### src/rtl/seg7_bcd_reader_pkg.sv
`default_nettype none
// +----------------------------------------------------------------------------+
// | Module   : seg7_bcd_reader_pkg                                             |
// | Purpose  : Shared definitions for the 7-segment readback block:            |
// |            active-low segment patterns (seg[6]=a .. seg[0]=g, 0 = lit),    |
// |            FSM state encoding and the pattern -> {bcd,blank,err} decode.   |
// | Ports    : none (package)                                                  |
// | Revision : 1.0  initial release                                            |
// +----------------------------------------------------------------------------+
package seg7_bcd_reader_pkg;

   localparam logic [6:0] SEG_0     = 7'b0000001;
   localparam logic [6:0] SEG_1     = 7'b1001111;
   localparam logic [6:0] SEG_2     = 7'b0010010;
   localparam logic [6:0] SEG_3     = 7'b0000110;
   localparam logic [6:0] SEG_4     = 7'b1001100;
   localparam logic [6:0] SEG_5     = 7'b0100100;
   localparam logic [6:0] SEG_6     = 7'b1100000;
   localparam logic [6:0] SEG_7     = 7'b0001111;
   localparam logic [6:0] SEG_8     = 7'b0000000;
   localparam logic [6:0] SEG_9     = 7'b0001100;
   localparam logic [6:0] SEG_10    = 7'b1110010;
   localparam logic [6:0] SEG_11    = 7'b1100110;
   localparam logic [6:0] SEG_12    = 7'b1011100;
   localparam logic [6:0] SEG_13    = 7'b0110100;
   localparam logic [6:0] SEG_14    = 7'b1110000;
   localparam logic [6:0] SEG_BLANK = 7'b1111111;

   typedef enum logic [0:0] {
      SCAN = 1'b0,
      EMIT = 1'b1
   } state_e;

   // Decoded digit as held in a capture slot.
   typedef struct packed {
      logic [3:0] bcd;
      logic       blank;
      logic       err;
   } dec_t;

   // Lamp test (all lit) reads back as 8; it cannot be told apart.
   function automatic dec_t seg7_decode(input logic [6:0] seg);
      dec_t d;
      d.bcd   = 4'd15;
      d.blank = 1'b0;
      d.err   = 1'b0;
      case (seg)
         SEG_0:     d.bcd = 4'd0;
         SEG_1:     d.bcd = 4'd1;
         SEG_2:     d.bcd = 4'd2;
         SEG_3:     d.bcd = 4'd3;
         SEG_4:     d.bcd = 4'd4;
         SEG_5:     d.bcd = 4'd5;
         SEG_6:     d.bcd = 4'd6;
         SEG_7:     d.bcd = 4'd7;
         SEG_8:     d.bcd = 4'd8;
         SEG_9:     d.bcd = 4'd9;
         SEG_10:    d.bcd = 4'd10;
         SEG_11:    d.bcd = 4'd11;
         SEG_12:    d.bcd = 4'd12;
         SEG_13:    d.bcd = 4'd13;
         SEG_14:    d.bcd = 4'd14;
         SEG_BLANK: d.blank = 1'b1;
         default:   d.err = 1'b1;
      endcase
      return d;
   endfunction

endpackage
`default_nettype wire

### src/rtl/seg7_pattern_decode.sv
`default_nettype none
// +----------------------------------------------------------------------------+
// | Module   : seg7_pattern_decode                                             |
// | Purpose  : Combinational 7-segment pattern -> 4-bit code decoder.          |
// | Ports    : seg_i   [6:0] active-low segment pattern                        |
// |            bcd_o   [3:0] decoded code (15 for blank / unknown)             |
// |            blank_o       pattern is fully dark                             |
// |            err_o         pattern is not in the decode table                |
// | Revision : 1.0  initial release                                            |
// +----------------------------------------------------------------------------+
module seg7_pattern_decode
   import seg7_bcd_reader_pkg::*;
(
   input  logic [6:0] seg_i,
   output logic [3:0] bcd_o,
   output logic       blank_o,
   output logic       err_o
);

   dec_t w_dec;

   assign w_dec   = seg7_decode(seg_i);
   assign bcd_o   = w_dec.bcd;
   assign blank_o = w_dec.blank;
   assign err_o   = w_dec.err;

endmodule
`default_nettype wire

### src/rtl/seg7_bcd_reader.sv
`default_nettype none
// +----------------------------------------------------------------------------+
// | Module   : seg7_bcd_reader                                                 |
// | Purpose  : Watches a multiplexed 7-segment bus, captures each digit once   |
// |            its pattern is stable, decodes it and streams a full frame of   |
// |            digits out over valid/ready.                                    |
// | Ports    : clk            rising-edge clock                                |
// |            clr_n          asynchronous active-low reset                    |
// |            seg   [6:0]    active-low segments, seg[6]=a .. seg[0]=g        |
// |            dig   [D-1:0]  one-hot digit strobe, dig[0] = LS digit          |
// |            bcd   [3:0]    emitted digit code                               |
// |            blank          emitted digit was dark                           |
// |            err            emitted pattern not in decode table              |
// |            idx   [IW-1:0] emitted digit position                           |
// |            valid / ready  output handshake                                 |
// |            frame          pulse after last digit of a frame is accepted    |
// | Options  : SEG7RD_LEADZERO_EN - emit leading blank run as bcd=0            |
// | Revision : 1.0  initial release                                            |
// +----------------------------------------------------------------------------+
module seg7_bcd_reader
   import seg7_bcd_reader_pkg::*;
#(
   parameter int DIGITS = 4,
   parameter int STABLE = 3,
   parameter int IW     = (DIGITS > 2) ? $clog2(DIGITS) : 1
) (
   input  logic              clk,
   input  logic              clr_n,
   input  logic [6:0]        seg,
   input  logic [DIGITS-1:0] dig,
   output logic [3:0]        bcd,
   output logic              blank,
   output logic              err,
   output logic [IW-1:0]     idx,
   output logic              valid,
   input  logic              ready,
   output logic              frame
);

   localparam logic [3:0]    STABLE_C = 4'(STABLE);
   localparam logic [IW-1:0] LAST_IDX = IW'(DIGITS - 1);

   // Sampling / capture state
   logic [DIGITS-1:0] dig_prev_q;
   logic [6:0]        seg_prev_q;
   logic [3:0]        cnt_q, cnt_d;
   logic              armed_q, armed_d;
   dec_t              slot_q [DIGITS];
   dec_t              slot_d [DIGITS];
   logic [DIGITS-1:0] filled_q, filled_d;

   // FSM and registered outputs
   state_e            state_q;
   logic [3:0]        bcd_q;
   logic              blank_q;
   logic              err_q;
   logic [IW-1:0]     idx_q;
   logic              valid_q;
   logic              frame_q;

   logic [3:0]        w_dec_bcd;
   logic              w_dec_blank;
   logic              w_dec_err;
   dec_t              w_dec;
   logic              w_same;
   logic              w_armed;
   logic              w_capture;
   logic              w_accept;
   logic              w_exit;
   logic              w_to_emit;
   logic [IW-1:0]     w_next_idx;
   dec_t              w_next_slot;
   logic [DIGITS-1:0] w_lz;

   seg7_pattern_decode u_decode (
      .seg_i   (seg),
      .bcd_o   (w_dec_bcd),
      .blank_o (w_dec_blank),
      .err_o   (w_dec_err)
   );

   assign w_dec = {w_dec_bcd, w_dec_blank, w_dec_err};

   assign w_accept   = (state_q == EMIT) && valid_q && ready;
   assign w_exit     = w_accept && (idx_q == LAST_IDX);
   assign w_next_idx = idx_q + IW'(1);
   assign w_next_slot = slot_q[w_next_idx];

   // Stability counter and arming.  A digit change re-arms in the same cycle
   // so that STABLE=1 can capture on the very first sample of a new digit.
   always_comb begin
      w_same = (dig == dig_prev_q) && (seg == seg_prev_q);
      cnt_d  = 4'd0;
      if ($onehot(dig)) begin
         if (!w_same) begin
            cnt_d = 4'd1;
         end else if (cnt_q == STABLE_C) begin
            cnt_d = cnt_q;
         end else begin
            cnt_d = cnt_q + 4'd1;
         end
      end
      w_armed   = armed_q | (dig != dig_prev_q);
      w_capture = (state_q == SCAN) && w_armed && (cnt_d == STABLE_C);
      armed_d   = w_armed & ~w_capture;
      if (w_exit) begin
         armed_d = 1'b1;
      end
   end

   // Slot write and fill tracking; filled_d is used so that the capture which
   // completes a frame also triggers the move to EMIT on the same edge.
   always_comb begin
      filled_d = filled_q;
      for (int i = 0; i < DIGITS; i++) begin
         slot_d[i] = slot_q[i];
         if (w_capture && dig[i]) begin
            slot_d[i]   = w_dec;
            filled_d[i] = 1'b1;
         end
      end
      if (w_exit) begin
         filled_d = '0;
      end
   end

   assign w_to_emit = (state_q == SCAN) && (&filled_d);

`ifdef SEG7RD_LEADZERO_EN
   // Blank run from the top digit downward; idx 0 is never part of it.
   logic w_lz_run;
   always_comb begin
      w_lz     = '0;
      w_lz_run = 1'b1;
      for (int i = DIGITS - 1; i >= 1; i--) begin
         w_lz_run = w_lz_run & slot_q[i].blank;
         w_lz[i]  = w_lz_run;
      end
   end
`else
   assign w_lz = '0;
`endif

   always_ff @(posedge clk or negedge clr_n) begin
      if (!clr_n) begin
         dig_prev_q <= '0;
         seg_prev_q <= '0;
         cnt_q      <= 4'd0;
         armed_q    <= 1'b1;
         filled_q   <= '0;
         for (int i = 0; i < DIGITS; i++) begin
            slot_q[i] <= '0;
         end
      end else begin
         dig_prev_q <= dig;
         seg_prev_q <= seg;
         cnt_q      <= cnt_d;
         armed_q    <= armed_d;
         filled_q   <= filled_d;
         for (int i = 0; i < DIGITS; i++) begin
            slot_q[i] <= slot_d[i];
         end
      end
   end

   // Frame FSM with registered outputs.  Slot 0 is taken from slot_d because
   // it may be written on the same edge that completes the frame.
   always_ff @(posedge clk or negedge clr_n) begin
      if (!clr_n) begin
         state_q <= SCAN;
         valid_q <= 1'b0;
         frame_q <= 1'b0;
         bcd_q   <= 4'd0;
         blank_q <= 1'b0;
         err_q   <= 1'b0;
         idx_q   <= '0;
      end else begin
         frame_q <= 1'b0;
         case (state_q)
            SCAN: begin
               if (w_to_emit) begin
                  state_q <= EMIT;
                  valid_q <= 1'b1;
                  idx_q   <= '0;
                  bcd_q   <= slot_d[0].bcd;
                  blank_q <= slot_d[0].blank;
                  err_q   <= slot_d[0].err;
               end
            end
            EMIT: begin
               if (w_accept) begin
                  if (w_exit) begin
                     state_q <= SCAN;
                     valid_q <= 1'b0;
                     frame_q <= 1'b1;
                  end else begin
                     idx_q   <= w_next_idx;
                     bcd_q   <= w_lz[w_next_idx] ? 4'd0 : w_next_slot.bcd;
                     blank_q <= w_next_slot.blank;
                     err_q   <= w_next_slot.err;
                  end
               end
            end
            default: state_q <= SCAN;
         endcase
      end
   end

   assign bcd   = bcd_q;
   assign blank = blank_q;
   assign err   = err_q;
   assign idx   = idx_q;
   assign valid = valid_q;
   assign frame = frame_q;

endmodule
`default_nettype wire
### config.mk
export PLATFORM = sky130hd
export DESIGN_NAME = seg7_bcd_reader
export DESIGN_NICKNAME = d
export VERILOG_FILES = /design/src/rtl/seg7_bcd_reader_pkg.sv /design/src/rtl/seg7_pattern_decode.sv /design/src/rtl/seg7_bcd_reader.sv
export SDC_FILE = /design/constraint.sdc
export NUM_CORES = 1
export LEC_CHECK = 0
export BUFFER_PORTS_ARGS = -buffer_cell sky130_fd_sc_hd__buf_2
export CAP_MARGIN = 20
export CELL_PAD_IN_SITES_DETAIL_PLACEMENT = 1
export CELL_PAD_IN_SITES_GLOBAL_PLACEMENT = 2
export CORE_MARGIN = 2
export CORE_UTILIZATION = 42
export CTS_CLUSTER_DIAMETER = 60
export CTS_CLUSTER_SIZE = 25
export DETAILED_ROUTE_END_ITERATION = 12
export MAX_ROUTING_LAYER = met4
export PLACE_DENSITY_LB_ADDON = 0.1
export SLEW_MARGIN = 20
export SYNTH_ARGS = -nofsm -noshare
export SYNTH_HDL_FRONTEND = slang
export SYNTH_SLANG_ARGS = --single-unit
export TNS_END_PERCENT = 5
### constraint.sdc
create_clock -name clk -period 5 [get_ports clk]
set_input_delay 0.5 -clock clk [delete_from_list [all_inputs] [get_ports clk]]
set_output_delay 0.5 -clock clk [all_outputs]
set_load 0.05 [all_outputs]
## Word-level counts from Yosys, hierarchy flattened

Cells that the tools add are included.

- Bits in registers: 55
- Bits of input ports: 14
- Output and inout port bits: 10
- Word-level logic and storage cells: 124

- $add $sub $neg: 5
- Magnitude comparators: 2
- Eq/ne operators: 26
- Multiplexer cells: 46
- Bitwise operators: 5
- Reduce and logical (&&, ||, !) cells: 16

Operator list:

| cell | count |
|---|---|
| one-hot mux 4 bit (15 select lines) | 1 |
| == test 7 bit (second input constant) | 8 |
| two-way mux 4 bit | 8 |
| two-way mux 1 bit | 23 |
| two-way mux 6 bit | 3 |
| OR reduction 16 bit | 1 |
| == test 7 x 4 -> 1 bit (second input constant) | 2 |
| == test 7 x 6 -> 1 bit (second input constant) | 2 |
| binary-select mux 6 bit (select 2 bit) | 1 |
| logical AND 1 bit | 11 |
| == test 4 x 2 -> 1 bit (second input constant) | 2 |
| one-hot mux 1 bit (2 select lines) | 4 |
| one-hot mux 4 bit (2 select lines) | 1 |
| == test 7 x 1 -> 1 bit (second input constant) | 1 |
| == test 7 x 3 -> 1 bit (second input constant) | 1 |
| == test 7 x 5 -> 1 bit (second input constant) | 1 |
| == test 7 bit | 1 |
| logical NOT 7 bit | 1 |
| two-way mux 2 bit | 3 |
| AND reduction 3 bit | 2 |
| adder 1 x 1 -> 2 bit | 2 |
| adder 4 x 1 -> 4 bit (second input constant) | 1 |
| == test 4 bit | 1 |
| != test 2 x 1 -> 1 bit (second input constant) | 2 |
| 15 further kinds | 17 |

## Longest topological paths before layout

Gate-level depths: netlist (run 1).

- Depth after elaboration: 13
- Depth in mapped cells: 13
- Gate-level depth less buffers: 12

## Modules after synthesis

A second synthesis (run 1) with hierarchy kept.

- Cell total of the unflattened synthesis: 258
- Area total of the unflattened synthesis: 2,966.6 µm²

By module, submodules not included:

| module | instances | cells each | area an instance (µm²) | seq. area each (µm²) |
|---|---|---|---|---|
| seg7_bcd_reader | 1 | 205 | 2,605.0 | 1,377.6 |
| seg7_pattern_decode | 1 | 53 | 361.6 | 0.0 |

## Worst setup path before layout (run 1)

OpenSTA, ideal clock, no wires.

- Kind: input port to flip-flop
- Start: in dig[0]
- End: reg bcd_q[0] (netlist: bcd[0])
- Setup time: 0.125 ns
- Arrival: 3.072 ns
- Data required time: 4.875 ns
- Setup slack: 1.803 ns
- Stages on the path: 12
- Buffers on the path: 0
- Path through: inv_1 > fa_1 > inv_1 > ha_1 > ha_1 > and4bb_2 > mux2i_2 > nor3b_2 > nand4_2 > nand2b_1 > a41oi_4 > mux2_4

- Cells in the longest elaborated chain, start to end: 13
- Elaborated cells between the ends (all ways): 28
- Those cells by class: add/sub: 2; eq/ne: 5; mux: 10; bitwise: 1; reduce/logical: 10

Ends and longest elaborated chain:

| element | line | text |
|---|---|---|
| start, declared | seg7_bcd_reader.sv:30 | `input logic [DIGITS-1:0] dig,` |
| adder 1 x 1 -> 2 bit (not written as such) / == test 4 bit (equally long branches) | seg7_bcd_reader.sv:94, seg7_bcd_reader.sv:92 |  |
| adder 2 x 2 -> 3 bit (not written as such) / logical AND 1 bit (equally long branches) | seg7_bcd_reader.sv:94, seg7_bcd_reader.sv:92 |  |
| == test 3 x 1 -> 1 bit / two-way mux 4 bit (equally long branches) | seg7_bcd_reader.sv:94, seg7_bcd_reader.sv:95 |  |
| two-way mux 4 bit | seg7_bcd_reader.sv:94 | `if ($onehot(dig)) begin` |
| == test 4 x 2 -> 1 bit | seg7_bcd_reader.sv:104 | `w_capture = (state_q == SCAN) && w_armed && (cnt_d == STABLE_C);` |
| logical AND 1 bit | seg7_bcd_reader.sv:104 |  |
| logical AND 1 bit | seg7_bcd_reader.sv:117 | `if (w_capture && dig[i]) begin` |
| two-way mux 1 bit | seg7_bcd_reader.sv:117 |  |
| two-way mux 4 bit | seg7_bcd_reader.sv:122 | `if (w_exit) begin` |
| AND reduction 4 bit | seg7_bcd_reader.sv:127 | `assign w_to_emit = (state_q == SCAN) && (&filled_d);` |
| logical AND 1 bit | seg7_bcd_reader.sv:127 |  |
| != test 2 bit (no source line) | n/a |  |
| AND reduction 3 bit (no source line) | n/a |  |
| end signal, assigned | seg7_bcd_reader.sv:185 | `bcd_q <= slot_d[0].bcd;` |
| end signal, assigned | seg7_bcd_reader.sv:198 | `bcd_q <= w_lz[w_next_idx] ? 4'd0 : w_next_slot.bcd;` |
| end, declared | seg7_bcd_reader.sv:54 | `logic [3:0] bcd_q;` |

Several ways; a longest one is shown, not always the timed one. The select of a mux whose other input is x is not followed.
A chain may end at the register's enable or synchronous reset.

## Final worst setup path (run 1)

Ends and elaborated chain as after synthesis.

==> results of run 1 <==
[kinds of logic (layout without fill, tap and decap cells)]
| group | after synthesis | count (layout) | share of synthesized area |
|---|---|---|---|
| flops | 55 | 55 | 0.464 |
| xor+xnor | 13 | 13 | 0.0384 |
| mux | 18 | 18 | 0.0906 |
| buf+inv | 35 | 53 | 0.0464 |
| compound gates | 53 | 53 | 0.127 |
| fa+ha+maj | 5 | 5 | 0.0236 |
| simple gates | 103 | 103 | 0.210 |
[state kept, by name, summed over array words and instances, names as in the netlist]
signal      count
state_q         1
dig_prev_q      4
slot_q         24
filled_q        4
blank           1
bcd             4
armed_q         1
seg_prev_q      7
frame           1
err             1
cnt_q           4
valid           1
idx             2
[final cells by class]
cell class,instances,area share
clock buffer,5,0.0212
tap,96,0.0370
timing repair buffer,25,0.0401
clock inverter,3,0.00694
inverter,20,0.0231
sequential,55,0.424
multi-input combinational,192,0.447
[metrics by stage]
step / utilization / power [mW] / cells / hold WS (ns) / setup slack [ns]
finish: 0.475 / 0.789 / 396 / 0.309 / 1.58
global route: 0.475 / 0.832 / 396 / 0.333 / 1.32
CTS: 0.475 / 0.800 / 396 / 0.333 / 1.54
global placement: 0.462 / 0.544 / 388 / 0.462 / 1.26
floorplan: - / 0.515 / 282 / 0.204 / 1.80
detailed placement: 0.462 / 0.546 / 388 / 0.471 / 1.18
[placed cells by master (no fill, tap or decap), types with 7 or more instances in the layout]
cell type and instances:
a21oi_1 8, buf_2 23, dfrtp_1 54, inv_1 20
nand2_1 27, nand2b_1 7, nand3_1 10, nand4_1 7
nor2_1 15, o21ai_0 18, xnor2_1 9
[cell usage after synthesis (all sizes together) (5+ instances only)]
| library cell | count | area, um2 |
|---|---|---|
| buf | 5 | 25.0 |
| inv | 20 | 75.1 |
| nor2 | 15 | 56.3 |
| nand2b | 7 | 43.8 |
| xnor2 | 9 | 78.8 |
| a21oi | 9 | 48.8 |
| nand4 | 8 | 56.3 |
| mux2 | 5 | 60.1 |
| nand2 | 27 | 101 |
| mux2i | 7 | 73.8 |
| mux4 | 6 | 135 |
| dfrtp | 54 | 1350 |
| nand3 | 10 | 50.1 |
| nor3 | 5 | 25.0 |
| o21ai | 18 | 90.1 |
| clkbuf | 10 | 37.5 |
[layer usage]
layer,wire length (um),part of all wire,GRT usage,vias up
met5,0,0,-,-
met4,71,0.011,0.0455,0
met3,119,0.018,0.0311,7
met2,3080,0.47,0.304,16
met1,3280,0.50,0.272,1088
li1,-,-,-,1039
[power breakdown]
group | leakage, nW | switching, mW | internal, mW
sequential | 0.697 | 0.00467 | 0.451
combinational | 0.752 | 0.0510 | 0.0289
clock | 0.0485 | 0.153 | 0.101
[worst paths after layout]
kind | from | endpoint | cells past startpoint
min | clr_n | cnt_q[3]$_DFF_PN0_ | 2
min reg2reg | slot_q[10]$_DFFE_PN0P_ | slot_q[10]$_DFFE_PN0P_ | 2
max | dig[0] | bcd[0]$_DFFE_PN0P_ | 13
min in group clk | dig[3] | dig_prev_q[3]$_DFF_PN0_ | 1
max in group asynchronous | clr_n | slot_q[8]$_DFFE_PN0P_ | 2
max reg2reg | cnt_q[0]$_DFF_PN0_ | bcd[0]$_DFFE_PN0P_ | 8
[worst max-delay path: cells and delay by family]
| kind | cells | cell delay (ns) |
|---|---|---|
| AOI/OAI and AO/OA | 1 | 0.22 |
| adders and majority gates | 3 | 0.99 |
| buffers and inverters | 3 | 0.24 |
| muxes | 2 | 0.45 |
| and+or+nand+nor | 4 | 1.22 |
==> summary.md, run 1 <==
| Metric | Value |
|---|---|
| Final Setup Violations | 0 |
| Nets | 318 |
| Slew @ Worst Pin | 0.691 ns |
| Remaining global-route overflow | 0 |
| Syn Inst Count | 282 |
| Hold_buf cts | 0 |
| Number of global-route vias before repair | 2218 |
| Register bit total from synthesis | 55 |
| Post-CTS Setup Inserts | 0 |
| PostCTS Resize Cnt | 0 |
| N_diodes | 0 |
| Syn-to-layout area delta | 9.40% |
| Die height | 88.1 um |
| Lkg Pwr | 1.50 nW |
| Root buf cell | clkbuf_8 |
| Worst rel slew slack | 0.539 |
| DRT Pass-1 Iters | 4 |
| Slowest stage cell, crit path | fa_1 |
| Post-route minimum period | 3.42 ns |
| Antenna-violating nets left | 0 |
| Setup_tns | 0 ns |
| Most used DFF post-synth | dfrtp_1 |
| Final WL | 6540 um |
| I/O pins | 24 |
| FILL cells | 796 |
| Number of H-tree levels | 2 |
| Global-route wire length before repair | 11300 um |
| Post-synth EDFFs | 0 |
| Die X | 88.1 um |
| Gr usage total | 0.196 |
| Tcrit/Tclk final | 0.683 |
| Number of CTS-inserted buffers | 5 |
| YS warnings | 0 |
| Vias post-DR | 2150 |
| Initial core utilization | 0.434 |
| Clk pin slew, worst setup/hold paths | 0.11 ns |
| Worst path cell trace | buf_2, inv_1, fa_1, inv_1, ha_1, ha_1, and4bb_2, mux2i_2, nor3b_2, nand4_1, nand2b_1, a41oi_4, mux2_4 |
| Die area | 0.00775 mm2 |
| CP Data Arrival Time | 3.62 ns |
| Status | finished clean |
| Synth unique cells | 59 |
| Multi-input logic area | 0.00145 mm2 |
| Cell Pwr Density | 243 mW/mm2 |
| Placer congestion estimate | 0.743 |
| Largest net degree at the start of global routing | 56 |
| Clock Skew | 0.0123 ns |
| IO buf count | 23 |
| Dpl hpwl | 4760 um |
| Critical Path End Type | register |
| Register area | 0.00138 mm2 |
| Vias/cell | 5.43 |
| Max_cap viols | 0 |
| # DRC | 0 |
| Initial antenna violation count | 0 |
| Worst-path fanout max | 12 |
| Seq/Total Area, Yosys | 0.464 |
| CP required | 5.21 ns |
| Clock Latency Late Sink | 0.31 ns |
| Share of synthesized registers carrying an async set or reset | 1.00 |
| Final hold violations | 0 |
| R2r setup slk | 2.11 ns |
| Worst stage delay on the critical path | 0.53 ns |
| Post-route cell area | 0.00325 mm2 |
| CTS Buffer Depth | 2 |
| RSZ-0062 raised after global routing | no |
| Wirelength per Cell | 16.5 um |
| Worst IR Drop VDD | 109 uV |
| Core Area | 0.00683 mm2 |
| Post-DP Area | 0.00316 mm2 |
| Max-slew violations | 0 |
| Rows | 30 |
| Type of the most critical hold path | in2async |
| Avg Inst Size Synth | 10.5 um2 |
| Share of cells above drive strength 1 | 0.210 |
| Syn_nets | 301 |
| CP Class | in2reg |
| Worst setup SP type | input pin |
| Initial DRC count | 72 |
| Fmax | 0.293 GHz |
| Mapped cell area | 0.00297 mm2 |
| Clk sink count | 55 |
| CTS tree | yes |
No activity file was read; power rests on OpenSTA's default activity.
==> inputs of run 2 (changes only) <==
--- a/config.mk
+++ b/config.mk
@@ -5,12 +5,13 @@
 export SDC_FILE = /design/constraint.sdc
 export NUM_CORES = 1
 export LEC_CHECK = 0
+export ABC_AREA = 1
 export BUFFER_PORTS_ARGS = -buffer_cell sky130_fd_sc_hd__buf_2
 export CAP_MARGIN = 20
 export CELL_PAD_IN_SITES_DETAIL_PLACEMENT = 1
 export CELL_PAD_IN_SITES_GLOBAL_PLACEMENT = 2
 export CORE_MARGIN = 2
-export CORE_UTILIZATION = 42
+export CORE_UTILIZATION = 35
 export CTS_CLUSTER_DIAMETER = 60
 export CTS_CLUSTER_SIZE = 25
 export DETAILED_ROUTE_END_ITERATION = 12
==> constraint.sdc (replaced) <==
create_clock -name clk -period 3.4 [get_ports clk]
set_input_delay 0.34 -clock clk [delete_from_list [all_inputs] [get_ports clk]]
set_output_delay 0.34 -clock clk [all_outputs]
set_load 0.05 [all_outputs]
==> summary.md, run 2 <==
| Metric | Value |
|---|---|
| Status | finished clean |
| Final hold violations | 0 |
| Biggest regs | slot_q: 24 flops, seg_prev_q: 7 flops |
| Max reg flops | 24 |
| Most used cell, CP | nand2_1 |
| Largest net degree at the start of global routing | 38 |
| N_diodes | 0 |
| Critical Path End Type | register |
| Nets | 440 |
| Synth top cells by count | nand2_1, dfrtp_1, nor2_1, inv_1, nand3_1 |
| Die area | 0.00944 mm2 |
| Multi-input logic area | 0.00143 mm2 |
| Remaining global-route overflow | 0 |
| Commonest non-fill, non-tap cell in the layout | nand2_1 |
| Seq/Total Area, Yosys | 0.453 |
| Post-synthesis adder-cell area fraction | 0.0231 |
| Post-route cell area | 0.00337 mm2 |
| Final Setup Violations | 0 |
| Worst path cell trace | buf_2, inv_1, fa_1, inv_1, ha_1, ha_1, nor2_1, nand2_1, nor2_1, nand2_1, nand2_1, nor2_1, nand2_1, nor2_8, nand3_4, nand2_1, nand2_1, inv_2, nand3_4, nand2_8, nand2_4, nand2_1, nand2_1 |
| Clock Skew | 0.0112 ns |
| CP Class | in2reg |
| Most common cell in the synthesized netlist | nand2_1 |
| Die X | 97.2 um |
| Max_cap viols | 0 |
| Cell taking the most area after synthesis | dfrtp_1 |
| IO buf count | 23 |
| Final WL | 7650 um |
| Final total power | 2.05 mW |
| Share of the synthesized area in the top cell type | 0.445 |
| Setup_tns | 0 ns |
| Initial antenna violation count | 0 |
| Metal2 WL | 3610 um |
| Avg Inst Size Synth | 7.69 um2 |
| Syn-to-layout area delta | 10.9% |
| Number of global-route vias before repair | 2759 |
| Dpl hpwl | 5750 um |
| RSZ-0062 raised after global routing | no |
| Worst-path fanout max | 14 |
| Most used DFF post-synth | dfrtp_1 |
| Share of cells above drive strength 1 | 0.159 |
| Worst stage delay on the critical path | 0.54 ns |
| Gr usage total | 0.178 |
| Number of H-tree levels | 2 |
| Clk pin slew, worst setup/hold paths | 0.11 ns |
| Dominant cells by area after synthesis | dfrtp_1, nand2_1, nor2_1 |
| Met3 Wirelength | 158 um |
| Max Used Layer | met4 |
| Register bit total from synthesis | 55 |
| Synth unique cells | 35 |
| Syn Inst Count | 395 |
| # DRC | 0 |
| Syn_nets | 414 |
| Post-Synth Simple-Gate Area | 0.335 |
| PostCTS Resize Cnt | 0 |
| Worst rel slew slack | 0.415 |
| Tcrit/Tclk final | 0.881 |
| FILL cells | 1029 |
| Slew @ Worst Pin | 0.877 ns |
| Worst setup SP type | input pin |
| YS warnings | 0 |
| Die height | 97.2 um |
| Worst IR Drop VDD | 233 uV |
| Share of synthesized registers carrying an async set or reset | 1.00 |
| Placer congestion estimate | 0.765 |
| CTS Buffer Depth | 2 |
| Lkg Pwr | 1.84 nW |
| Max-slew violations | 0 |
| Slowest stage cell, crit path | fa_1 |
| Initial DRC count | 92 |
| Type of the most critical hold path | in2async |
| Mapped cell area | 0.00304 mm2 |
| Clk sink count | 55 |
| Vias post-DR | 2625 |
| DRT Pass-1 Iters | 4 |
| Global-route wire length before repair | 13400 um |
| Cell Pwr Density | 607 mW/mm2 |
| Area fraction in compound gates after synthesis | 0.103 |
| Core Util, Final | 0.406 |
| Wirelength per Cell | 14.5 um |
| Register area | 0.00138 mm2 |
| Root buf cell | clkbuf_8 |
| Hold_buf cts | 0 |
| Initial core utilization | 0.366 |
| Rows | 33 |
| CP Data Arrival Time | 3.21 ns |
| Largest Register | slot_q |
| Antenna-violating nets left | 0 |
| Post-route minimum period | 3.00 ns |
| Most frequent cells in the layout | nand2_1, dfrtp_1, nor2_1 |
| Synth Area in XOR/XNOR | 0.00865 |
| Core Area | 0.00830 mm2 |
| Post-synth EDFFs | 0 |
| Post-CTS Setup Inserts | 0 |
| Vias/cell | 4.98 |
| Number of CTS-inserted buffers | 5 |
| I/O pins | 24 |
| Fmax | 0.334 GHz |
| Multiplexer share of the synthesized area | 0 |
| Largest family of logic cells by synthesized area | simple AND/OR/NAND/NOR gates |
| CP required | 3.62 ns |
| Clock Latency Late Sink | 0.32 ns |
| Met1 Routed Length | 3820 um |
| Min Hold Slack | 0.137 ns |
| Post-DP Area | 0.00328 mm2 |
| CTS tree | yes |
run 2: changes by cell type in the layout (fill, tap and decap cells not counted), sizes merged, moves of 6 or more:
cell	delta
inv	+31
mux2i	-7
mux4	-6
nand2	+100
nand2b	-7
nand3	+21
nor2	+35
o21ai	+13
xnor2	-6
run 2: cell families after synthesis:
family	count (synthesis)
adders and majority gates	5
buffers and inverters	60
AOI/OAI and AO/OA	48
xor gates and xnor gates	3
DFF	55
and+or+nand+nor	224
run 2: final timing paths:
kind	cells after the start	start	slack (ns)	end
setup / recovery	23	dig[0]	0.40	idx[1]$_DFFE_PN0P_
hold reg to reg	2	bcd[1]$_DFFE_PN0P_	0.48	bcd[1]$_DFFE_PN0P_
min in group clk	1	dig[1]	0.18	dig_prev_q[1]$_DFF_PN0_
max in group asynchronous	2	clr_n	2.47	slot_q[7]$_DFFE_PN0P_
setup reg to reg	14	state_q$_DFF_PN0_	1.01	idx[0]$_DFFE_PN0P_
hold / removal	1	clr_n	0.14	cnt_q[3]$_DFF_PN0_
run 2: through the flow:
stage	instances	setup WS [ns]
6_report	527	0.404
2_1_floorplan	395	0.564
4_1_cts	527	0.377
3_5_place_dp	519	0.0359
5_1_grt	527	0.0783
3_3_place_gp	519	0.153
run 2: routing by layer:
metal,GRT usage,up-vias
met5,-,-
met4,0.0390,0
met3,0.0259,9
met2,0.287,16
met1,0.240,1294
li1,-,1306
run 2: cell type report:
class / count / area share
Multi-Input combinational cell: 280 / 0.424
Sequential cell: 55 / 0.409
Inverter: 52 / 0.0579
Timing Repair Buffer: 27 / 0.0431
Tap cell: 105 / 0.0390
Clock buffer: 5 / 0.0204
Clock inverter: 3 / 0.00669
run 2: critical path, delay by kind of cell:
family | cells | cell delay (ns)
fa+ha+maj | 3 | 0.99
buf+inv | 4 | 0.31
simple gates | 16 | 1.56
run 2: where the power goes:
group | internal [mW] | switching (mW) | total (mW)
Combinational | 0.233 | 0.604 | 0.838
Sequential | 0.741 | 0.0868 | 0.828
Clock | 0.148 | 0.231 | 0.380
Total | 1.12 | 0.923 | 2.05
==> inputs of run 3 (changes only) <==
--- a/config.mk
+++ b/config.mk
@@ -20,5 +20,6 @@
 export SLEW_MARGIN = 20
 export SYNTH_ARGS = -nofsm -noshare
 export SYNTH_HDL_FRONTEND = slang
+export SYNTH_HIERARCHICAL = 1
 export SYNTH_SLANG_ARGS = --single-unit
 export TNS_END_PERCENT = 5
==> summary.md, run 3 <==
| Metric | Value |
|---|---|
| Number of H-tree levels | 2 |
| Post-synth EDFFs | 0 |
| Max reg flops | 24 |
| YS warnings | 6 |
| Synth unique cells | 30 |
| Synth Area in XOR/XNOR | 0.00856 |
| Worst setup SP type | input pin |
| Dominant cells by area after synthesis | dfrtp_1, nand2_1, inv_1 |
| Worst reg2reg path depth | 16 |
| Area fraction in compound gates after synthesis | 0.0958 |
| Share of the synthesized area in the top cell type | 0.440 |
| Clk pin slew, worst setup/hold paths | 0.10 ns |
| Global-route wire length before repair | 13500 um |
| Hold_buf cts | 0 |
| DRT Pass-1 Iters | 4 |
| WP depth | 20 |
| Worst stage delay on the critical path | 0.53 ns |
| Post-Synth Simple-Gate Area | 0.335 |
| Mapped cell area | 0.00307 mm2 |
| Core Area | 0.00859 mm2 |
| Max-slew violations | 0 |
| Number of global-route vias before repair | 2772 |
| Multiplexer share of the synthesized area | 0 |
| Wirelength per Cell | 13.7 um |
| Critical Path End Type | register |
| WP buf/inv | 4 |
| Most frequent cells in the layout | nand2_1, inv_1, dfrtp_1 |
| CTS tree | yes |
| R2r setup slk | 1.15 ns |
| Slew @ Worst Pin | 0.845 ns |
| Reg2reg end | bcd[0]$_DFFE_PN0P_ |
| Lkg Pwr | 1.92 nW |
| Tcrit/Tclk final | 0.832 |
| Vias post-DR | 2639 |
| Syn-to-layout area delta | 12.0% |
| Worst IR Drop VDD | 206 uV |
| Post-synthesis adder-cell area fraction | 0.0228 |
| Syn_nets | 435 |
| Rows | 34 |
| Cell taking the most area after synthesis | dfrtp_1 |
| Fmax | 0.353 GHz |
| Gr usage total | 0.178 |
| Vias/cell | 4.77 |
| Post-DP Area | 0.00332 mm2 |
| IO buf count | 23 |
| Status | finished clean |
| Synth top cells by count | nand2_1, dfrtp_1, inv_1, nor2_1, o21ai_0 |
| Type of the most critical hold path | in2async |
| Largest family of logic cells by synthesized area | simple AND/OR/NAND/NOR gates |
| Initial antenna violation count | 0 |
| Max_cap viols | 0 |
| Share of synthesized registers carrying an async set or reset | 1.00 |
| Most common cell in the synthesized netlist | nand2_1 |
| Antenna-violating nets left | 0 |
| Final Setup Violations | 0 |
| CP Data Arrival Time | 3.04 ns |
| PostCTS Resize Cnt | 0 |
| Dpl hpwl | 5950 um |
| Final hold violations | 0 |
| Die area | 0.00953 mm2 |
| CTS Buffer Depth | 2 |
| Clk sink count | 55 |
| Die height | 97.6 um |
| Setup_tns | 0 ns |
| Share of cells above drive strength 1 | 0.160 |
| # DRC | 0 |
| Remaining global-route overflow | 0 |
| Initial DRC count | 81 |
| Most used DFF post-synth | dfrtp_1 |
| Worst-path fanout max | 10 |
| Worst rel slew slack | 0.437 |
| Final WL | 7560 um |
| Post-route minimum period | 2.83 ns |
| CP required | 3.61 ns |
| Slowest stage cell, crit path | fa_1 |
| FF-to-FF Start | cnt_q[0]$_DFF_PN0_ |
| Register bit total from synthesis | 55 |
| Worst path cell trace | buf_2, inv_2, fa_1, inv_1, ha_1, ha_1, nor2_1, nand2_1, inv_1, o21ai_0, nor2_1, nand3_2, nor2_4, nand3_2, a21oi_4, nand3_2, nand2_4, nand2_4, nand2_1, nand2_1 |
| Die X | 97.6 um |
| Biggest regs | slot_q: 24 flops, seg_prev_q: 7 flops |
| Seq/Total Area, Yosys | 0.449 |
| Root buf cell | clkbuf_8 |
| Largest net degree at the start of global routing | 37 |
| Placer congestion estimate | 0.786 |
| Post-route cell area | 0.00344 mm2 |
| Commonest non-fill, non-tap cell in the layout | nand2_1 |
| FILL cells | 1099 |
| Cell Pwr Density | 603 mW/mm2 |
| Crit path from | dig[0] |
| Worst setup endpoint | bcd[0]$_DFFE_PN0P_ |
| Largest Register | slot_q |
| Cell family contributing the most delay on the critical path | simple AND/OR/NAND/NOR gates |
| RSZ-0062 raised after global routing | no |
| Clock Skew | 0.0199 ns |
| Syn Inst Count | 416 |
| Post-CTS Setup Inserts | 0 |
| N_diodes | 0 |
| I/O pins | 24 |
| CP Class | in2reg |
| Avg Inst Size Synth | 7.37 um2 |
| Clock Latency Late Sink | 0.31 ns |
| Number of CTS-inserted buffers | 5 |
| Nets | 463 |
| Initial core utilization | 0.357 |
run 3: per-stage QoR:
step / instances / worst slack (ns) / hold WS, ns / power [mW] / util
floorplan: 416 / 0.551 / 0.0444 / 1.43 / -
global placement: 545 / 0.273 / 0.453 / 1.64 / 0.387
detailed placement: 545 / 0.201 / 0.467 / 1.66 / 0.387
CTS: 553 / 0.545 / 0.146 / 2.12 / 0.400
global route: 553 / 0.194 / 0.164 / 2.25 / 0.400
finish: 553 / 0.570 / 0.119 / 2.07 / 0.400
run 3: per-layer routing:
| metal | vias up | track usage | share of wire |
|---|---|---|---|
| met5 | - | - | 0 |
| met4 | 0 | 0.0342 | 0.0045 |
| met3 | 2 | 0.0273 | 0.016 |
| met2 | 17 | 0.301 | 0.50 |
| met1 | 1271 | 0.230 | 0.48 |
| li1 | 1349 | - | - |
run 3: worst min path at each step:
stage | start | slack [ns] | depth (start not counted) | to
floorplan | clr_n | 0.04 | 0 | bcd[0]$_DFFE_PN0P_
global route | clr_n | 0.16 | 1 | slot_q[1]$_DFFE_PN0P_
global placement | bcd[0]$_DFFE_PN0P_ | 0.45 | 2 | bcd[0]$_DFFE_PN0P_
finish | clr_n | 0.12 | 1 | dig_prev_q[2]$_DFF_PN0_
detailed placement | bcd[1]$_DFFE_PN0P_ | 0.47 | 2 | bcd[1]$_DFFE_PN0P_
CTS | clr_n | 0.15 | 1 | dig_prev_q[2]$_DFF_PN0_
run 3: layout make-up:
cell class / count / area [um2] / area share
clock buffers: 6 / 72.6 / 0.0211
clock inverters: 2 / 38.8 / 0.0113
inverters: 62 / 234 / 0.0681
multi-input cells: 291 / 1420 / 0.413
flip-flops and latches: 55 / 1380 / 0.401
well taps: 108 / 135 / 0.0393
repair buffers: 29 / 160 / 0.0466
run 3: cells by family (layout without fill, tap and decap cells):
| group | after synthesis | count (layout) |
|---|---|---|
| simple gates | 234 | 234 |
| xor+xnor | 3 | 3 |
| compound gates | 49 | 49 |
| flops | 55 | 55 |
| buf+inv | 70 | 99 |
| fa+ha+maj | 5 | 5 |
run 3: worst reg2reg max path, cell delays in order, from the launching register on:
cell,delay [ns]
dfrtp_1,0.44
ha_1,0.24
nand2_2,0.10
inv_2,0.07
nor2_1,0.05
nand2_2,0.07
nand2_1,0.05
nor2_1,0.10
nand2_1,0.12
nor2_4,0.16
nand3_2,0.13
a21oi_4,0.15
nand3_2,0.11
nand2_4,0.13
nand2_4,0.10
nand2_1,0.08
nand2_1,0.05
run 3: where the power goes:
group	switching (mW)	internal [mW]	total (mW)
clock	0.225	0.223	0.449
sequential	0.0598	0.741	0.801
combinational	0.591	0.233	0.823
